<file path="config.mk">
export PLATFORM = sky130hd
export DESIGN_NAME = key_led_array
export DESIGN_NICKNAME = d
export VERILOG_FILES = /design/src/rtl/key_led_array.sv
export SDC_FILE = /design/constraint.sdc
export NUM_CORES = 1
export LEC_CHECK = 0
export ABC_CLOCK_PERIOD_IN_PS = 1750
export BUFFER_PORTS_ARGS = -buffer_cell sky130_fd_sc_hd__clkbuf_2
export CAP_MARGIN = 20
export CORE_UTILIZATION = 25
export DETAILED_ROUTE_END_ITERATION = 12
export MAX_ROUTING_LAYER = met4
export PLACE_DENSITY_LB_ADDON = 0.3
export SYNTH_ARGS = -nofsm -noshare
export SYNTH_HDL_FRONTEND = slang
export SYNTH_SLANG_ARGS = --single-unit
</file>
<file path="constraint.sdc">
create_clock -name clk -period 1.75 [get_ports clk]
set_input_delay 0.35 -clock clk [delete_from_list [all_inputs] [get_ports clk]]
set_output_delay 0.35 -clock clk [all_outputs]
set_load 0.02 [all_outputs]
</file>
<file path="src/rtl/key_led_array.sv">
// key_led_array
//   N independent key/switch channels. Each raw input is synchronized,
//   debounced, and turned into a registered LED output plus a one-clock
//   rising-edge event.
//
//   Output behaviour (MODE, shared by all channels):
//     0 = follow  : out tracks the debounced level
//     1 = toggle  : out inverts on every debounced rising edge
//     2 = pulse   : out is high for PULSE_CYCLES clocks after each rising
//                   edge; a new edge during a pulse restarts the count
//     any other value behaves as follow.
//
//   Build option: define KEY_LED_ARRAY_ACTIVE_LOW_EN for active-low inputs.
//   The inputs are then inverted ahead of the synchronizer, so everything
//   downstream, including the synchronizer reset value, uses active-high.
//
//   Ports
//     clk      system clock, all state on the rising edge
//     rst      asynchronous, active-high reset
//     in[N]    raw asynchronous channel inputs
//     out[N]   registered per-channel outputs
//     evt[N]   registered one-clock pulse per debounced rising edge
module key_led_array #(
   parameter int N            = 2,
   parameter int DEB_CYCLES   = 4,
   parameter int MODE         = 0,
   parameter int PULSE_CYCLES = 8
) (
   input  logic         clk,
   input  logic         rst,
   input  logic [N-1:0] in,
   output logic [N-1:0] out,
   output logic [N-1:0] evt
);

   localparam int            CW       = $clog2(DEB_CYCLES) + 1;
   localparam logic [CW-1:0] DEB_LAST = CW'(DEB_CYCLES - 1);
   // Unsupported mode values fall back to follow.
   localparam int            MODE_EFF = (MODE == 1 || MODE == 2) ? MODE : 0;

   logic [N-1:0] in_act;

`ifdef KEY_LED_ARRAY_ACTIVE_LOW_EN
   assign in_act = ~in;
`else
   assign in_act = in;
`endif

   generate
      for (genvar gi = 0; gi < N; gi++) begin : g_ch
         logic          sync1_q;
         logic          sync2_q;
         logic          deb_q;
         logic          deb_d;
         logic          rise_d;
         logic          evt_q;
         logic          out_q;
         logic          out_d;
         logic [CW-1:0] cnt_q;
         logic [CW-1:0] cnt_d;

         // The counter runs only while the synchronized input disagrees
         // with the debounced level; any agreement clears it, so a short
         // excursion never accumulates toward a change.
         always_comb begin
            deb_d  = deb_q;
            cnt_d  = '0;
            rise_d = 1'b0;
            if (sync2_q != deb_q) begin
               if (cnt_q == DEB_LAST) begin
                  deb_d  = sync2_q;
                  rise_d = sync2_q;
               end else begin
                  cnt_d = cnt_q + CW'(1);
               end
            end
         end

         always_ff @(posedge clk or posedge rst) begin
            if (rst) begin
               sync1_q <= 1'b0;
               sync2_q <= 1'b0;
               deb_q   <= 1'b0;
               cnt_q   <= '0;
               evt_q   <= 1'b0;
               out_q   <= 1'b0;
            end else begin
               sync1_q <= in_act[gi];
               sync2_q <= sync1_q;
               deb_q   <= deb_d;
               cnt_q   <= cnt_d;
               evt_q   <= rise_d;
               out_q   <= out_d;
            end
         end

         if (MODE_EFF == 2) begin : g_pulse
            localparam int            PW         = $clog2(PULSE_CYCLES + 1);
            localparam logic [PW-1:0] PULSE_LOAD = PW'(PULSE_CYCLES);

            logic [PW-1:0] pcnt_q;
            logic [PW-1:0] pcnt_d;

            // A rising edge always reloads, which stretches an active
            // pulse without a low gap; otherwise count down to zero.
            always_comb begin
               pcnt_d = '0;
               if (rise_d) begin
                  pcnt_d = PULSE_LOAD;
               end else if (pcnt_q != '0) begin
                  pcnt_d = pcnt_q - PW'(1);
               end
            end

            always_ff @(posedge clk or posedge rst) begin
               if (rst) begin
                  pcnt_q <= '0;
               end else begin
                  pcnt_q <= pcnt_d;
               end
            end

            assign out_d = (pcnt_d != '0);
         end else if (MODE_EFF == 1) begin : g_toggle
            assign out_d = out_q ^ rise_d;
         end else begin : g_follow
            assign out_d = deb_d;
         end

         assign out[gi] = out_q;
         assign evt[gi] = evt_q;
      end
   endgenerate

endmodule

</file>
==> impl_metrics.json <==
{
  "nNetsFinal": 49,
  "rsz0062_at_grt": "no",
  "slew_headroom": 0.6611,
  "grt-ovfl-total": 0,
  "coreArea_um2": 2022,
  "h-tree-depth": 1,
  "grt_pass1_wl_um": 1110,
  "synth-seq-cells": 14,
  "hold_buffers": 0,
  "fmax_ghz": 0.8328,
  "outcome": "complete, no violations",
  "ys_top_cells_by_area": "dfrtp_1, nor3b_2, buf_4",
  "ir_drop_uv": 366.1,
  "area_delta_synth_final_pct": 13.48,
  "worst-setup-path-type": "reg2out",
  "use_met2": 0.1027,
  "crit_path_start_kind": "flip-flop",
  "root_buffer": "clkbuf_4",
  "p_per_area_nw_per_um2": 1409,
  "ys_warn_count": 0,
  "clk_pin_slew_worst_paths_ns": 0.08,
  "grt_antenna_before_repair": 0,
  "p_leak_nw": 0.3057,
  "nFillCells": 205,
  "post_cts_buffers": 0,
  "pin_count": 8,
  "dr.pass1.iters": 2,
  "fp.dieArea_um2": 2420,
  "maxSlewViolCount": 0,
  "finalClockSkew_ns": 0.003621,
  "synth_ff_type": "dfrtp_1",
  "synth_enable_flop_cells": 0,
  "vias": 273,
  "finalSetupTns_ns": 0,
  "yosysSeqAreaShare": 0.6292,
  "seq_area_um2": 350.3,
  "port_buffers": 7,
  "period_share": 0.6862,
  "setup_viol": 0,
  "grt_pass1_vias": 261,
  "grt_usage": 0.06658,
  "grtUsageMet1": 0.06287,
  "dp_hpwl_um": 479.2,
  "die_h_um": 49.19,
  "cp.depth": 1,
  "clock_latency_ns": 0.27,
  "cp_cell_sequence": "clkbuf_2",
  "cp_top_family": "flip-flops",
  "detail_route.iter0.violations": 2,
  "yosysMostFrequentCell": "dfrtp_1",
  "cts_sinks": 14,
  "grt-busiest-layer": "met2",
  "multi_input_area_um2": 172.7,
  "path_max_fanout": 4,
  "rows": 16,
  "drive_gt1_frac": 0.4524,
  "drv_cap": 0,
  "vias_per_cell": 3.957,
  "synth_cells": 35,
  "total_power_mw": 0.8900,
  "synthArstFlopShare": 1.000,
  "post_drt_wl_per_cell_um": 9.000,
  "cts_tree": "yes",
  "netlist.area_leader.share": 0.6292,
  "worst_pin_slew_ns": 0.5078,
  "ys_types": 10,
  "syn_avg_cell_area_um2": 15.91,
  "place_congestion": 0.6380,
  "drc": 0,
  "synthesis.area_um2": 556.8,
  "syn-num-nets": 41,
  "worst_path_largest_cell_delay_ns": 0.39,
  "slowest_stage": "dfrtp_1",
  "cts_made_buffers": 3,
  "ant_nets": 0,
  "r2r_cells": 3,
  "die_x_um": 49.19,
  "grt_use_met3": 0.009346,
  "initial_core_util": 0.2754,
  "yosys.area.top_type": "dfrtp_1",
  "rrSetupSlack_ns": 0.57,
  "synth_common_cells": "dfrtp_1, buf_4, nor3b_2",
  "grt_start_max_net_pins": 15,
  "end_kind": "output pin",
  "stdcell_area_um2": 631.9,
  "cts_resized": 0,
  "num_antenna_cells": 0,
  "hold_viol": 0,
  "cp_num_buf_inv": 1,
  "cts_buffer_depth": 2,
  "hp-class": "in2async",
  "fin_crit_ns": 1.201,
  "drt-total-wl_um": 621,
  "arrival_ns": 0.85,
  "placed_cell_area_um2": 595.6,
  "required_ns": 1.40
}
-- placed cells by master (no fill, tap or decap) --
cell type and instances:
dfrtp_1 14, clkbuf_2 7, nor3b_2 4, clkbuf_4 3, xnor2_1 2, nor2b_4 2
nor3_1 2, and3b_2 2, mux2_1 2, ha_1 2, inv_1 1, clkbuf_8 1
-- kinds of logic (layout without fill, tap and decap cells) --
| kind of cell | Yosys count | after routing | share of synthesized area |
|---|---|---|---|
| simple gates | 10 | 10 | 0.1933 |
| mux | 2 | 2 | 0.04045 |
| fa+ha+maj | 2 | 2 | 0.04494 |
| buf+inv | 5 | 12 | 0.06067 |
| xor+xnor | 2 | 2 | 0.03147 |
| flops | 14 | 14 | 0.6292 |
-- flip-flops by register name, indices dropped and copies added, names as in the netlist --
name	flops
g_ch.cnt_q	6
g_ch.evt_q	2
g_ch.out_q	2
g_ch.sync1_q	2
g_ch.sync2_q	2
-- worst paths after layout --
kind,end,from
min in group clk,g_ch[0].sync1_q$_DFF_PP0_,in[0]
max reg2reg,g_ch[0].out_q$_DFFE_PP0P_,g_ch[0].cnt_q[0]$_DFF_PP0_
max in group asynchronous,g_ch[1].sync1_q$_DFF_PP0_,rst
min reg2reg,g_ch[0].sync2_q$_DFF_PP0_,g_ch[0].sync1_q$_DFF_PP0_
min,g_ch[0].cnt_q[1]$_DFF_PP0_,rst
max,out[0],g_ch[0].out_q$_DFFE_PP0P_
-- layout make-up --
class | instances | area share
Clock buffer | 4 | 0.05743
Inverter | 1 | 0.005941
Multi-Input combinational cell | 16 | 0.2733
Sequential cell | 14 | 0.5545
Tap cell | 27 | 0.05347
Timing Repair Buffer | 7 | 0.05545
-- worst register-to-register path: stages (launching register included) --
cell and delay (ns):
dfrtp_1 0.35, ha_1 0.19, nor2b_4 0.20, mux2_1 0.33
-- through the flow --
step | hold slack, ns | utilization | std cells | setup slack [ns]
4_1_cts | 0.09325 | 0.3125 | 69 | 0.5339
6_report | 0.07448 | 0.3125 | 69 | 0.5492
3_5_place_dp | 0.3381 | 0.2946 | 65 | 0.5659
2_1_floorplan | 0.2392 | - | 35 | 0.6267
3_3_place_gp | 0.3353 | 0.2946 | 65 | 0.5927
5_1_grt | 0.1218 | 0.3125 | 69 | 0.4643
-- routing by layer --
layer / share of wire / vias up
li1: - / 128
met1: 0.42 / 138
met2: 0.52 / 5
met3: 0.027 / 2
met4: 0.031 / 0
met5: 0 / -
-- power breakdown --
part           internal (mW)  total [mW]  switching, mW
Clock                  0.126       0.222         0.0960
Combinational          0.115       0.235          0.119
Sequential             0.391       0.433         0.0420
Total                  0.633       0.890          0.257
(Power assumes the default switching activity.)
